[config.mk]
export PLATFORM = sky130hd
export DESIGN_NAME = risc_v_mike_boot_loader
export DESIGN_NICKNAME = d
export VERILOG_FILES = /design/src/rtl/risc_v_mike_pkg.sv /design/src/rtl/risc_v_mike_uart_rx.sv /design/src/rtl/risc_v_mike_boot_loader.sv
export SDC_FILE = /design/constraint.sdc
export NUM_CORES = 1
export LEC_CHECK = 0
export ABC_AREA = 0
export CAP_MARGIN = 20
export CORE_AREA = 2 2 125 127
export DETAILED_ROUTE_END_ITERATION = 10
export DIE_AREA = 0 0 127 129
export HOLD_SLACK_MARGIN = 0.12
export PLACE_DENSITY = 0.67
export SYNTH_ARGS = -nofsm -noshare
export SYNTH_HDL_FRONTEND = slang
export SYNTH_HIERARCHICAL = 1
export SYNTH_SLANG_ARGS = --single-unit
[constraint.sdc]
create_clock -name clk -period 3.6 [get_ports clk]
set_input_delay 0.36 -clock clk [delete_from_list [all_inputs] [get_ports clk]]
set_output_delay 0.36 -clock clk [all_outputs]
set_load 0.05 [all_outputs]
[src/rtl/risc_v_mike_pkg.sv]
// risc_v_mike_pkg: shared boot-loader types and constants (RISC_V_MIKE_BOOT_CHKSUM_EN adds the CHK state)
package risc_v_mike_pkg;
  localparam logic [7:0] BOOT_SYNC_BYTE = 8'hA5;
  typedef enum logic [2:0] {
    IDLE,
    LEN_LO,
    LEN_HI,
    DATA,
`ifdef RISC_V_MIKE_BOOT_CHKSUM_EN
    CHK,
`endif
    DONE,
    ERR
  } boot_state_t;
  typedef enum logic [1:0] {RX_IDLE, RX_START, RX_BITS, RX_STOP} rx_state_t;
endpackage

[src/rtl/risc_v_mike_uart_rx.sv]
// risc_v_mike_uart_rx: 8N1 receiver with 2-flop synchronizer, centre sampling and framing check
module risc_v_mike_uart_rx
  import risc_v_mike_pkg::*;
#(
  parameter int CLKS_PER_BIT = 868
) (
  input  logic       clk,
  input  logic       rst,
  input  logic       rx,
  output logic       byte_valid,
  output logic [7:0] byte_data,
  output logic       frame_err
);
  localparam int CW = $clog2(CLKS_PER_BIT + 1);
  rx_state_t state, state_n;
  logic rx_m, rx_s, rx_p;
  logic [CW-1:0] cnt, cnt_n;
  logic [2:0] bit_idx, bit_idx_n;
  logic [7:0] shift, shift_n;
  logic tick;
  assign tick = cnt == ((state == RX_START) ? CW'(CLKS_PER_BIT / 2 - 1) : CW'(CLKS_PER_BIT - 1));
  assign byte_data = shift;
  // synchronizer, edge-detect history and receiver state
  always_ff @(posedge clk or negedge rst) begin
    if (!rst) begin
      rx_m <= 1'b1;
      rx_s <= 1'b1;
      rx_p <= 1'b1;
      state <= RX_IDLE;
      cnt <= '0;
      bit_idx <= '0;
      shift <= '0;
    end else begin
      rx_m <= rx;
      rx_s <= rx_m;
      rx_p <= rx_s;
      state <= state_n;
      cnt <= cnt_n;
      bit_idx <= bit_idx_n;
      shift <= shift_n;
    end
  end
  // start-bit recheck at half bit, then one sample per bit centre, LSB first
  always_comb begin
    state_n = state;
    cnt_n = tick ? '0 : cnt + 1'b1;
    bit_idx_n = bit_idx;
    shift_n = shift;
    byte_valid = 1'b0;
    frame_err = 1'b0;
    case (state)
      RX_IDLE: begin
        cnt_n = '0;
        bit_idx_n = '0;
        if (rx_p && !rx_s) state_n = RX_START;
      end
      RX_START: if (tick) state_n = rx_s ? RX_IDLE : RX_BITS;
      RX_BITS: if (tick) begin
        shift_n = {rx_s, shift[7:1]};
        bit_idx_n = bit_idx + 3'd1;
        if (bit_idx == 3'd7) state_n = RX_STOP;
      end
      default: if (tick) begin
        byte_valid = rx_s;
        frame_err = !rx_s;
        state_n = RX_IDLE;
      end
    endcase
  end
endmodule

[src/rtl/risc_v_mike_boot_loader.sv]
// risc_v_mike_boot_loader: UART program loader into imem, holds core in reset until done (RISC_V_MIKE_BOOT_CHKSUM_EN enables trailing XOR byte)
module risc_v_mike_boot_loader
  import risc_v_mike_pkg::*;
#(
  parameter int CLK_FREQ_HZ = 100_000_000,
  parameter int BAUD_RATE   = 115200,
  parameter int IMEM_ADDR_W = 8,
  parameter int BASE_WORD   = 2,
  parameter int TIMEOUT_CYC = 16 * (CLK_FREQ_HZ / BAUD_RATE) * 10
) (
  input  logic                   clk,
  input  logic                   rst,
  input  logic                   rx,
  output logic                   imem_we,
  output logic [IMEM_ADDR_W-1:0] imem_addr,
  output logic [31:0]            imem_wdata,
  output logic                   core_rst,
  output logic                   boot_done,
  output logic                   boot_err
);
  localparam int CLKS_PER_BIT = CLK_FREQ_HZ / BAUD_RATE;
  localparam logic [16:0] MAX_LEN = 17'((1 << IMEM_ADDR_W) - BASE_WORD);
`ifdef RISC_V_MIKE_BOOT_CHKSUM_EN
  localparam boot_state_t POST_DATA = CHK;
`else
  localparam boot_state_t POST_DATA = DONE;
`endif
  boot_state_t state, state_n;
  logic byte_valid, frame_err;
  logic [7:0] byte_data;
  logic [15:0] len, word_idx;
  logic [1:0] byte_cnt;
  logic [23:0] wbuf;
  logic [31:0] tmo;
  logic active, sync, timeout, word_end;
  risc_v_mike_uart_rx #(.CLKS_PER_BIT(CLKS_PER_BIT)) u_rx (
    .clk(clk),
    .rst(rst),
    .rx(rx),
    .byte_valid(byte_valid),
    .byte_data(byte_data),
    .frame_err(frame_err)
  );
`ifdef RISC_V_MIKE_BOOT_CHKSUM_EN
  logic [7:0] chk;
  assign active = state inside {LEN_LO, LEN_HI, DATA, CHK};
`else
  assign active = state inside {LEN_LO, LEN_HI, DATA};
`endif
  assign sync = byte_valid && byte_data == BOOT_SYNC_BYTE && state inside {IDLE, ERR};
  assign timeout = active && !byte_valid && tmo == 32'(TIMEOUT_CYC - 1);
  assign word_end = state == DATA && byte_valid && byte_cnt == 2'd3;
  // FSM state register
  always_ff @(posedge clk or negedge rst) begin
    if (!rst) state <= IDLE;
    else state <= state_n;
  end
  // next state: errors first, then byte-driven progress; DATA exits once the last word's write is out
  always_comb begin
    state_n = state;
    if (frame_err && state != IDLE && state != DONE) state_n = ERR;
    else if (timeout) state_n = ERR;
    else case (state)
      IDLE, ERR: if (sync) state_n = LEN_LO;
      LEN_LO: if (byte_valid) state_n = LEN_HI;
      LEN_HI: if (byte_valid)
        state_n = ({1'b0, byte_data, len[7:0]} > MAX_LEN) ? ERR :
                  ({byte_data, len[7:0]} == 16'd0) ? POST_DATA : DATA;
      DATA: if (imem_we && word_idx == len) state_n = POST_DATA;
`ifdef RISC_V_MIKE_BOOT_CHKSUM_EN
      CHK: if (byte_valid) state_n = (byte_data == chk) ? DONE : ERR;
`endif
      default: ;
    endcase
  end
  // length capture, word assembly, memory write port, timeout and status outputs
  always_ff @(posedge clk or negedge rst) begin
    if (!rst) begin
      imem_we <= 1'b0;
      imem_addr <= '0;
      imem_wdata <= '0;
      core_rst <= 1'b0;
      boot_done <= 1'b0;
      boot_err <= 1'b0;
      len <= '0;
      word_idx <= '0;
      byte_cnt <= '0;
      wbuf <= '0;
      tmo <= '0;
`ifdef RISC_V_MIKE_BOOT_CHKSUM_EN
      chk <= '0;
`endif
    end else begin
      imem_we <= word_end;
      core_rst <= state == DONE;
      boot_done <= state == DONE;
      boot_err <= state == ERR;
      tmo <= (active && !byte_valid) ? tmo + 32'd1 : '0;
      if (sync) begin
        word_idx <= '0;
        byte_cnt <= '0;
      end
      if (byte_valid && state == LEN_LO) len[7:0] <= byte_data;
      if (byte_valid && state == LEN_HI) len[15:8] <= byte_data;
      if (byte_valid && state == DATA) begin
        byte_cnt <= byte_cnt + 2'd1;
        wbuf <= {byte_data, wbuf[23:8]};
      end
      if (word_end) begin
        imem_addr <= IMEM_ADDR_W'(BASE_WORD) + word_idx[IMEM_ADDR_W-1:0];
        imem_wdata <= {byte_data, wbuf};
        word_idx <= word_idx + 16'd1;
      end
`ifdef RISC_V_MIKE_BOOT_CHKSUM_EN
      if (sync) chk <= '0;
      else if (byte_valid && state inside {LEN_LO, LEN_HI, DATA}) chk <= chk ^ byte_data;
`endif
    end
  end
endmodule

======== Word-level counts from Yosys, hierarchy flattened ========
Index checks and enable logic that the tools add are counted.
W data, S select, Z words.
word-level totals
  flip-flop bits (word level) ............. 162
  input bits .............................. 3
  output and inout bits ................... 44
  logic and storage cells ................. 109
operators by class
  add/sub/neg operators ................... 6
  magnitude comparators ................... 1
  equality and inequality tests ........... 22
  muxes and demuxes ....................... 30
  reduce and logical (&&, ||, !) cells .... 31
operators with widths
  kind                     number
  $add A32 B1 Y32 const B  1
  $eq A32 B18 Y1 const B   1
  $mux W16                 2
  $mux W32                 1
  $mux W10                 3
  $mux W3                  9
  $add A16 B1 Y16 const B  1
  $eq A16 B16 Y1           1
  $gt A16 B8 Y1 const B    1
  $logic_not A16 Y1        1
  $mux W2                  8
  $logic_and A1 B1 Y1      12
  $pmux W3 S4              1
  $add A10 B1 Y10 const B  1
  $eq A10 B10 Y1           1
  $reduce_and A5 Y1        2
  $reduce_bool A2 Y1       5
  $eq A3 B3 Y1 const B     3
  $add A2 B8 Y8 const A    1
  $eq A8 B8 Y1 const B     1
  $ne A2 B1 Y1 const B     4
  $ne A4 B3 Y1 const B     2
  $eq A3 B2 Y1 const B     2
  $pmux W2 S3              1
  other kinds (18)         25

======== Longest topological paths before layout ========
Gate-level depths: netlist of run 1.
  word-level depth ........................ 11
  gate-level depth with buffers ........... 13
  depth with buffers taken out ............ 9

======== By module ========
Netlist of run 1, hierarchy kept.
modules (own cells, without submodules)
  module                   times used  cells an instance  area each (um2)  sequential area each (um2)
  risc_v_mike_boot_loader  1           647                6117.1           3403.3
  risc_v_mike_uart_rx      1           111                1293.7           654.4

======== Worst setup path before layout of run 1 ========
Ideal clock, no wire load.
  path kind ............................... flip-flop to flip-flop
  start point ............................. register u_rx.cnt[2]
  end point ............................... register word_idx[3]
  setup time .............................. 0.135 ns
  arrival ................................. 2.401 ns
  slack ................................... 1.064 ns
  stages on the path, launching flop included .. 13
  cells stage by stage .................... dfrtp_1 and4bb_2 nand3_1 nor4_1 clkbuf_1 and4b_1 buf_2 nand2_1 inv_1 clkbuf_1 nand3_1 nand3_1 o21ai_0
between the ends
  word-level cells in the longest chain between the ends .. 6
  elaborated cells between the ends (all ways) .. 9
  those cells by class .................... eq/ne: 1; mux: 3; reduce/logical: 5
ends and longest elaborated chain
  what                                                         line                                                          RTL
  start: declaration                                           risc_v_mike_uart_rx.sv:17                                     logic [CW-1:0] cnt, cnt_n;
  start signal: assignment                                     risc_v_mike_uart_rx.sv:38                                     cnt <= cnt_n;
  $eq A10 B10 Y1 (*)                                           risc_v_mike_uart_rx.sv:21                                     assign tick = cnt == ((state == RX_START) ? CW'(CLKS_PER_BIT / 2 - 1) : CW'(CLKS_PER_BIT - 1));
  $mux W1 (*)                                                  risc_v_mike_uart_rx.sv:63                                     default: if (tick) begin
  $mux W1 (*)                                                  risc_v_mike_uart_rx.sv:51                                     case (state)
  net byte_valid                                               risc_v_mike_boot_loader.sv:29                                 logic byte_valid, frame_err;
  $logic_and A1 B1 Y1, on equally long branches (2 in series)  risc_v_mike_boot_loader.sv:52, risc_v_mike_boot_loader.sv:50
  $mux W16 or $reduce_bool A2 Y1 (tied branches)               -
  end signal: assignment                                       risc_v_mike_boot_loader.sv:112                                word_idx <= word_idx + 16'd1;
  end: declaration                                             risc_v_mike_boot_loader.sv:31                                 logic [15:0] len, word_idx;
The timed path passes the listed nets; every way through them passes the cells marked *.
A chain may end at the register's enable or synchronous reset.

======== Worst setup path in the final report of run 1 ========
  start point ............................. register u_rx.cnt[4]
  end point ............................... register word_idx[13]
The elaborated chain is that of the path after synthesis.

==> results of run 1 <==
[what timing repair did]
action / 4_1_cts / 5_1_grt
resized for setup: 0 / 0
hold endpoints to repair: 57 / 0
hold buffers: 1 / 0
[registers in the layout, indices dropped and copies added (netlist names)]
name	count
boot_done	1
boot_err	1
imem_we	1
u_rx/rx_s	1
imem_wdata	32
u_rx/rx_p	1
u_rx/byte_data	8
u_rx/rx_m	1
wbuf	24
u_rx/state	2
byte_cnt	2
u_rx/cnt	10
imem_addr	8
len	16
word_idx	16
tmo	32
u_rx/bit_idx	3
state	3
[critical path, stage by stage, from the launching register on]
cell and delay, ns:
sky130_fd_sc_hd__dfrtp_1 0.44, sky130_fd_sc_hd__nand4b_1 0.41, sky130_fd_sc_hd__nor4_1 0.37, sky130_fd_sc_hd__buf_4 0.21, sky130_fd_sc_hd__and4b_1 0.22, sky130_fd_sc_hd__nand2_1 0.08, sky130_fd_sc_hd__inv_1 0.37, sky130_fd_sc_hd__nand4_1 0.34
sky130_fd_sc_hd__o211ai_1 0.26, sky130_fd_sc_hd__o31ai_1 0.10
[cell usage after synthesis, types with 6 or more instances]
library cell / number / area share
sky130_fd_sc_hd__o21ai_0: 32 / 0.022
sky130_fd_sc_hd__ha_1: 7 / 0.012
sky130_fd_sc_hd__nand2_1: 211 / 0.11
sky130_fd_sc_hd__or3_1: 10 / 0.0084
sky130_fd_sc_hd__clkbuf_1: 32 / 0.016
sky130_fd_sc_hd__nor3_1: 7 / 0.0047
sky130_fd_sc_hd__nor2_1: 41 / 0.021
sky130_fd_sc_hd__or4_1: 6 / 0.0061
sky130_fd_sc_hd__mux2_2: 25 / 0.038
sky130_fd_sc_hd__xnor2_1: 27 / 0.032
sky130_fd_sc_hd__nand4_1: 27 / 0.023
sky130_fd_sc_hd__xor2_1: 22 / 0.026
sky130_fd_sc_hd__nand3_1: 30 / 0.020
sky130_fd_sc_hd__a21oi_1: 13 / 0.0088
sky130_fd_sc_hd__inv_1: 6 / 0.0030
sky130_fd_sc_hd__dfrtp_1: 159 / 0.54
sky130_fd_sc_hd__nor4_1: 8 / 0.0068
sky130_fd_sc_hd__and3_1: 15 / 0.013
[worst paths after layout]
| kind | endpoint | slack (ns) |
|---|---|---|
| worst max-delay path | word_idx[13] | 0.68 |
| worst min-delay path | u_rx/rx_m | 0.33 |
| worst min register to register | u_rx/rx_s | 0.36 |
| worst max register to register | word_idx[13] | 0.68 |
| min in group asynchronous | wbuf[3] | 0.46 |
| max in group asynchronous | tmo[15] | 2.32 |
[per-stage QoR]
stage,cells,power [mW],setup slack [ns],util
detailed placement,961,2.11,0.728,0.537
finish,994,3.85,0.675,0.576
CTS,994,3.88,0.683,0.576
global route,994,4.00,0.416,0.576
global placement,960,2.10,0.851,0.536
floorplan,758,2.05,1.06,-
[metal layers]
metal,up-vias,wire length (µm),global-route usage
met3,21,621,0.0441
met4,0,223,0.0743
li1,2684,-,-
met2,126,7400,0.324
met5,-,0,0
met1,2743,7340,0.276
[cells by family (layout without fill, tap and decap cells)]
group,Yosys count,after routing,share of synthesized area
simple gates,380,380,0.239
compound gates,84,84,0.0746
mux,27,27,0.0407
fa+ha+maj,8,8,0.0132
buf+inv,48,96,0.0267
xor+xnor,49,49,0.0579
flops,162,162,0.548
[power by group]
group | internal [mW] | total, mW | switching (mW)
Combinational | 0.0645 | 0.157 | 0.0923
Sequential | 1.86 | 1.92 | 0.0613
Clock | 0.999 | 1.77 | 0.770
[area by class of cell]
class	instances	area, µm²	area share
clock buffer	19	453	0.0525
clock inverter	13	128	0.0148
inverter	6	22.5	0.00261
multi-input combinational	548	3160	0.366
sequential	162	4060	0.470
tap	188	235	0.0273
timing repair buffer	58	574	0.0666
==> impl_metrics.ini, run 1 <==
[outcome]
outcome = completed

[sta]
max_freq_mhz = 342
hold_violations = 0
worst_slew_pin_slew_ns = 0.744
finalCritPeriodShare = 0.812
setup_total_negative_slack_ns = 0
slew_headroom = 0.501
finClkSkew_ns = 0.0151
timing.final.setup_violations = 0
final_period_minus_worst_setup_slack_ns = 2.92
hold_slack_ns = 0.330
report.final.slew_viol_count = 0
rsz0062_at_grt = no

[placed_design]
io_buffer_count = 46
placedInstanceArea_um2 = 8040
place_hpwl_um = 10100
gp_congestion = 0.832

[final_layout]
nNetsFinal = 803
postLayoutCellArea_um2 = 8630
final_common_cell = sky130_fd_sc_hd__nand2_1
most-common-layout-cells = 211 x sky130_fd_sc_hd__nand2_1, 159 x sky130_fd_sc_hd__dfrtp_1, 45 x sky130_fd_sc_hd__clkdlybuf4s50_1, 41 x sky130_fd_sc_hd__nor2_1, 31 x sky130_fd_sc_hd__o21ai_0
syn_to_final_growth_pct = 16.4
fill_cells = 1303
number_of_antenna_repair_diodes = 0
final_layout_size_suffix_gt1_frac = 0.100

[clocking]
cts.repair_timing.setup_buffer_count = 0
cts_tree = yes
cts_inserted_buffers = 17
number_of_sinks_driven_by_the_clock_tree = 162
clk_latency_ns = 0.44
cts_htree_levels = 4
cts.clk_slew.worst_paths_ns = 0.06
clock_tree.root_cell = sky130_fd_sc_hd__clkbuf_16
clock_tree.buffer_depth = 2

[route]
via_per_inst = 5.61
routed_wire_length_per_instance_um = 15.7
detail_route.wirelength_um = 15600
initialDrtViolationCount = 405
drt_drc_violations_left = 0
dr_total_vias = 5574
dr.pass1.iters = 4
ant_nets = 0

[run]
max-cap-violations = 0

[power_and_ir_drop]
p_per_area_nw_per_um2 = 446
max-vdd-ir-drop_v = 0.000317
p_leak_nw = 4.01

[worst_hold_path]
worstHoldStart = rx
min_delay_path_depth = 1
hold_class = in -> reg

[logic_synthesis]
yosysWarningCount = 6
mappedNetlistArea_um2 = 7410
syn-mean-instance-area_um2 = 9.78
ys_seq_area_frac = 0.548
synth-edff-count = 0
ys_dominant_reg_cell = sky130_fd_sc_hd__dfrtp_1
yosys.cell_types.count = 59
asyncSetResetFlopFracSynth = 1.00
postSynthNetCount = 768
synth_cells = 758
synth.ff_latch_count = 162

[die]
floorplan.die_area_um2 = 16400
rows = 45
pin_count = 47
dieWidth_um = 127
initial_core_util = 0.495
die_h_um = 129
core_box_area_um2 = 15000

[critical_path]
critical_path_endpoint_category = flip-flop
worst-endpoint-arrival_ns = 3.23
path_class = reg -> reg
reg2regPathDepth = 9
critical_path.max_fanout = 15
crit_start = u_rx/cnt[4]
cp_data_required_time_ns = 3.91
worst_setup_path_start_kind = flip-flop
timing.rr.start = u_rx/cnt[4]

[global_routing]
grt_overflow_total = 0
pin_count_of_the_biggest_net_entering_global_routing = 78
grt_antenna_before_repair = 0
grt_use_total = 0.203
vias_in_the_first_global_route = 5420
grt_first_pass_wirelength_um = 26700
Note: power is estimated with default switching activity, not from simulation.
==> inputs of run 2 (changes only) <==
--- a/config.mk
+++ b/config.mk
@@ -11,7 +11,7 @@
 export DETAILED_ROUTE_END_ITERATION = 10
 export DIE_AREA = 0 0 127 129
 export HOLD_SLACK_MARGIN = 0.12
-export PLACE_DENSITY = 0.67
+export PLACE_DENSITY = 0.7
 export SYNTH_ARGS = -nofsm -noshare
 export SYNTH_HDL_FRONTEND = slang
 export SYNTH_HIERARCHICAL = 1
==> constraint.sdc (replaced) <==
create_clock -name clk -period 2.67 [get_ports clk]
set_input_delay 0.267 -clock clk [delete_from_list [all_inputs] [get_ports clk]]
set_output_delay 0.267 -clock clk [all_outputs]
set_load 0.05 [all_outputs]
==> run 2 against run 1 <==
Setup slack worse by 0.50 ns; power up 38%; critical path depth did not move; clock-buffer cell count decreased by 1; cell count is 1.4% higher; global-route usage about the same; register-to-register slack worse by 0.50 ns; sequential cell count stayed put; hold slack got worse by 0.095 ns; combinational power grew 88%; critical path type unchanged; sequential share of layout area fell by 0.79 points; highest routed layer unchanged; first-iteration DRC count shrank 25%.
==> impl_metrics.ini, run 2 (same netlist as run 1, synthesis figures left out) <==
[critical_path]
worst_r2r_endpoint = state[1]
reg2reg_setup_slack_ns = 0.17
worst_setup_path_start_kind = flip-flop
worst-endpoint-arrival_ns = 2.82
cp_data_required_time_ns = 2.99
critical_path.max_fanout = 8
path_class = reg -> reg
timing.rr.start = u_rx/cnt[2]
critical_path_endpoint_category = flip-flop
reg2regPathDepth = 9

[route]
dr.pass1.iters = 5
drt_drc_violations_left = 0
via_per_inst = 5.57
detail_route.wirelength_um = 15400
ant_nets = 0
initialDrtViolationCount = 303
dr_total_vias = 5616
routed_wire_length_per_instance_um = 15.3

[die]
rows = 45
floorplan.die_area_um2 = 16400
die_h_um = 129
pin_count = 47
core_box_area_um2 = 15000
dieWidth_um = 127
initial_core_util = 0.495

[placed_design]
placedInstanceArea_um2 = 8120
gp_congestion = 0.869
place_hpwl_um = 10300
io_buffer_count = 46

[final_layout]
fill_cells = 1278
postLayoutCellArea_um2 = 8780
number_of_antenna_repair_diodes = 0
final_common_cell = sky130_fd_sc_hd__nand2_1
nNetsFinal = 817
final_layout_size_suffix_gt1_frac = 0.121
largestRegisters = imem_wdata (32), tmo (32), wbuf (24)
most-common-layout-cells = 211 x sky130_fd_sc_hd__nand2_1, 159 x sky130_fd_sc_hd__dfrtp_1, 45 x sky130_fd_sc_hd__clkdlybuf4s50_1, 41 x sky130_fd_sc_hd__nor2_1, 31 x sky130_fd_sc_hd__o21ai_0
syn_to_final_growth_pct = 18.4

[power_and_ir_drop]
fraction_of_power_spent_switching_nets = 0.248
p_leak_nw = 4.10
clock_network_fraction_of_total_power = 0.462
switchingPower_mw = 1.31
comb_power_share = 0.056
max-vdd-ir-drop_v = 0.000518
power.sequential.fraction = 0.483
total_power_mw = 5.30
intPower_mw = 3.99
p_per_area_nw_per_um2 = 604

[global_routing]
vias_in_the_first_global_route = 5527
grt_first_pass_wirelength_um = 26800
grt_use_total = 0.203
pin_count_of_the_biggest_net_entering_global_routing = 78
grt_overflow_total = 0
grt_antenna_before_repair = 0

[sta]
timing.final.setup_violations = 0
final_period_minus_worst_setup_slack_ns = 2.50
hold_violations = 0
slew_headroom = 0.533
setup_total_negative_slack_ns = 0
finalCritPeriodShare = 0.936
hold_slack_ns = 0.236
worst_slew_pin_slew_ns = 0.700
rsz0062_at_grt = no
finClkSkew_ns = 0.00988
max_freq_mhz = 400
report.final.slew_viol_count = 0

[worst_hold_path]
worstHoldStart = rx
hold_class = in -> reg
min_delay_path_depth = 1
min_delay_worst_endpoint = u_rx/rx_m

[clocking]
cts_htree_levels = 4
cts_inserted_buffers = 17
clock_tree.root_cell = sky130_fd_sc_hd__clkbuf_16
clock_tree.buffer_depth = 2
cts_tree = yes
cts.clk_slew.worst_paths_ns = 0.07
number_of_sinks_driven_by_the_clock_tree = 162
clk_latency_ns = 0.43

[run]
max-cap-violations = 0

[outcome]
outcome = completed
## run 2: changes by cell type in the layout (fill, tap and decap cells not counted), sizes merged
cell	delta
clkbuf	-1
clkinvlp	-4
buf	+14
inv	+5
## run 2: per-layer routing
metal  track usage  part of all wire  vias to the layer above
li1              -                 -                     2708
met5             0                 0                        -
met2         0.330              0.48                      138
met3        0.0462             0.040                       19
met1         0.273              0.46                     2751
met4        0.0679             0.016                        0
## run 2: worst max path at each step
stage / to / cells past startpoint / start
2_1_floorplan: word_idx[3] / 12 / u_rx/cnt[2]
3_3_place_gp: state[2] / 8 / u_rx/cnt[2]
3_5_place_dp: word_idx[13] / 10 / u_rx/cnt[2]
4_1_cts: word_idx[13] / 10 / u_rx/cnt[2]
5_1_grt: state[1] / 9 / u_rx/cnt[3]
6_report: state[1] / 9 / u_rx/cnt[2]
## run 2: power by group through the flow
stage               Clock, mW  Combinational [mW]  Sequential [mW]
finish                   2.45               0.295             2.56
global route             2.60               0.332             2.56
CTS                      2.49               0.298             2.56
detailed placement          0               0.295             2.60
global placement            0               0.284             2.60
floorplan                   0               0.153             2.61
## run 2: cell type report
type | count | area [µm²] | area share
Timing Repair Buffer | 72 | 684 | 0.0780
Clock inverter | 14 | 161 | 0.0184
Clock buffer | 18 | 439 | 0.0500
Sequential cell | 162 | 4060 | 0.462
Multi-Input combinational cell | 548 | 3180 | 0.362
Tap cell | 188 | 235 | 0.0268
Inverter | 6 | 22.5 | 0.00257
## run 2: critical path, stage by stage, from the launching register on
cell and delay (ns):
sky130_fd_sc_hd__dfrtp_1 0.37, sky130_fd_sc_hd__and4bb_2 0.35, sky130_fd_sc_hd__nand3_2 0.13, sky130_fd_sc_hd__nor4_2 0.16, sky130_fd_sc_hd__buf_4 0.19, sky130_fd_sc_hd__nand2b_1 0.12, sky130_fd_sc_hd__or4_4 0.53, sky130_fd_sc_hd__a211oi_2 0.19
sky130_fd_sc_hd__a21oi_1 0.14, sky130_fd_sc_hd__o21ba_1 0.20
## run 2: repair_timing
| item | CTS | global route |
|---|---|---|
| endpoints found under the setup margin | 0 | 16 |
| resized for setup | 0 | 5 |
| buffers inserted | 0 | 3 |
| hold buffers | 1 | 0 |
| hold endpoints to repair | 60 | 0 |
## run 2: stage by stage
stage	instances	setup slack (ns)	utilization
finish	1008	0.172	0.586
floorplan	758	0.134	-
global placement	972	0.198	0.542
global route	1008	0.0400	0.586
CTS	1005	0.0388	0.583
detailed placement	972	0.0572	0.542
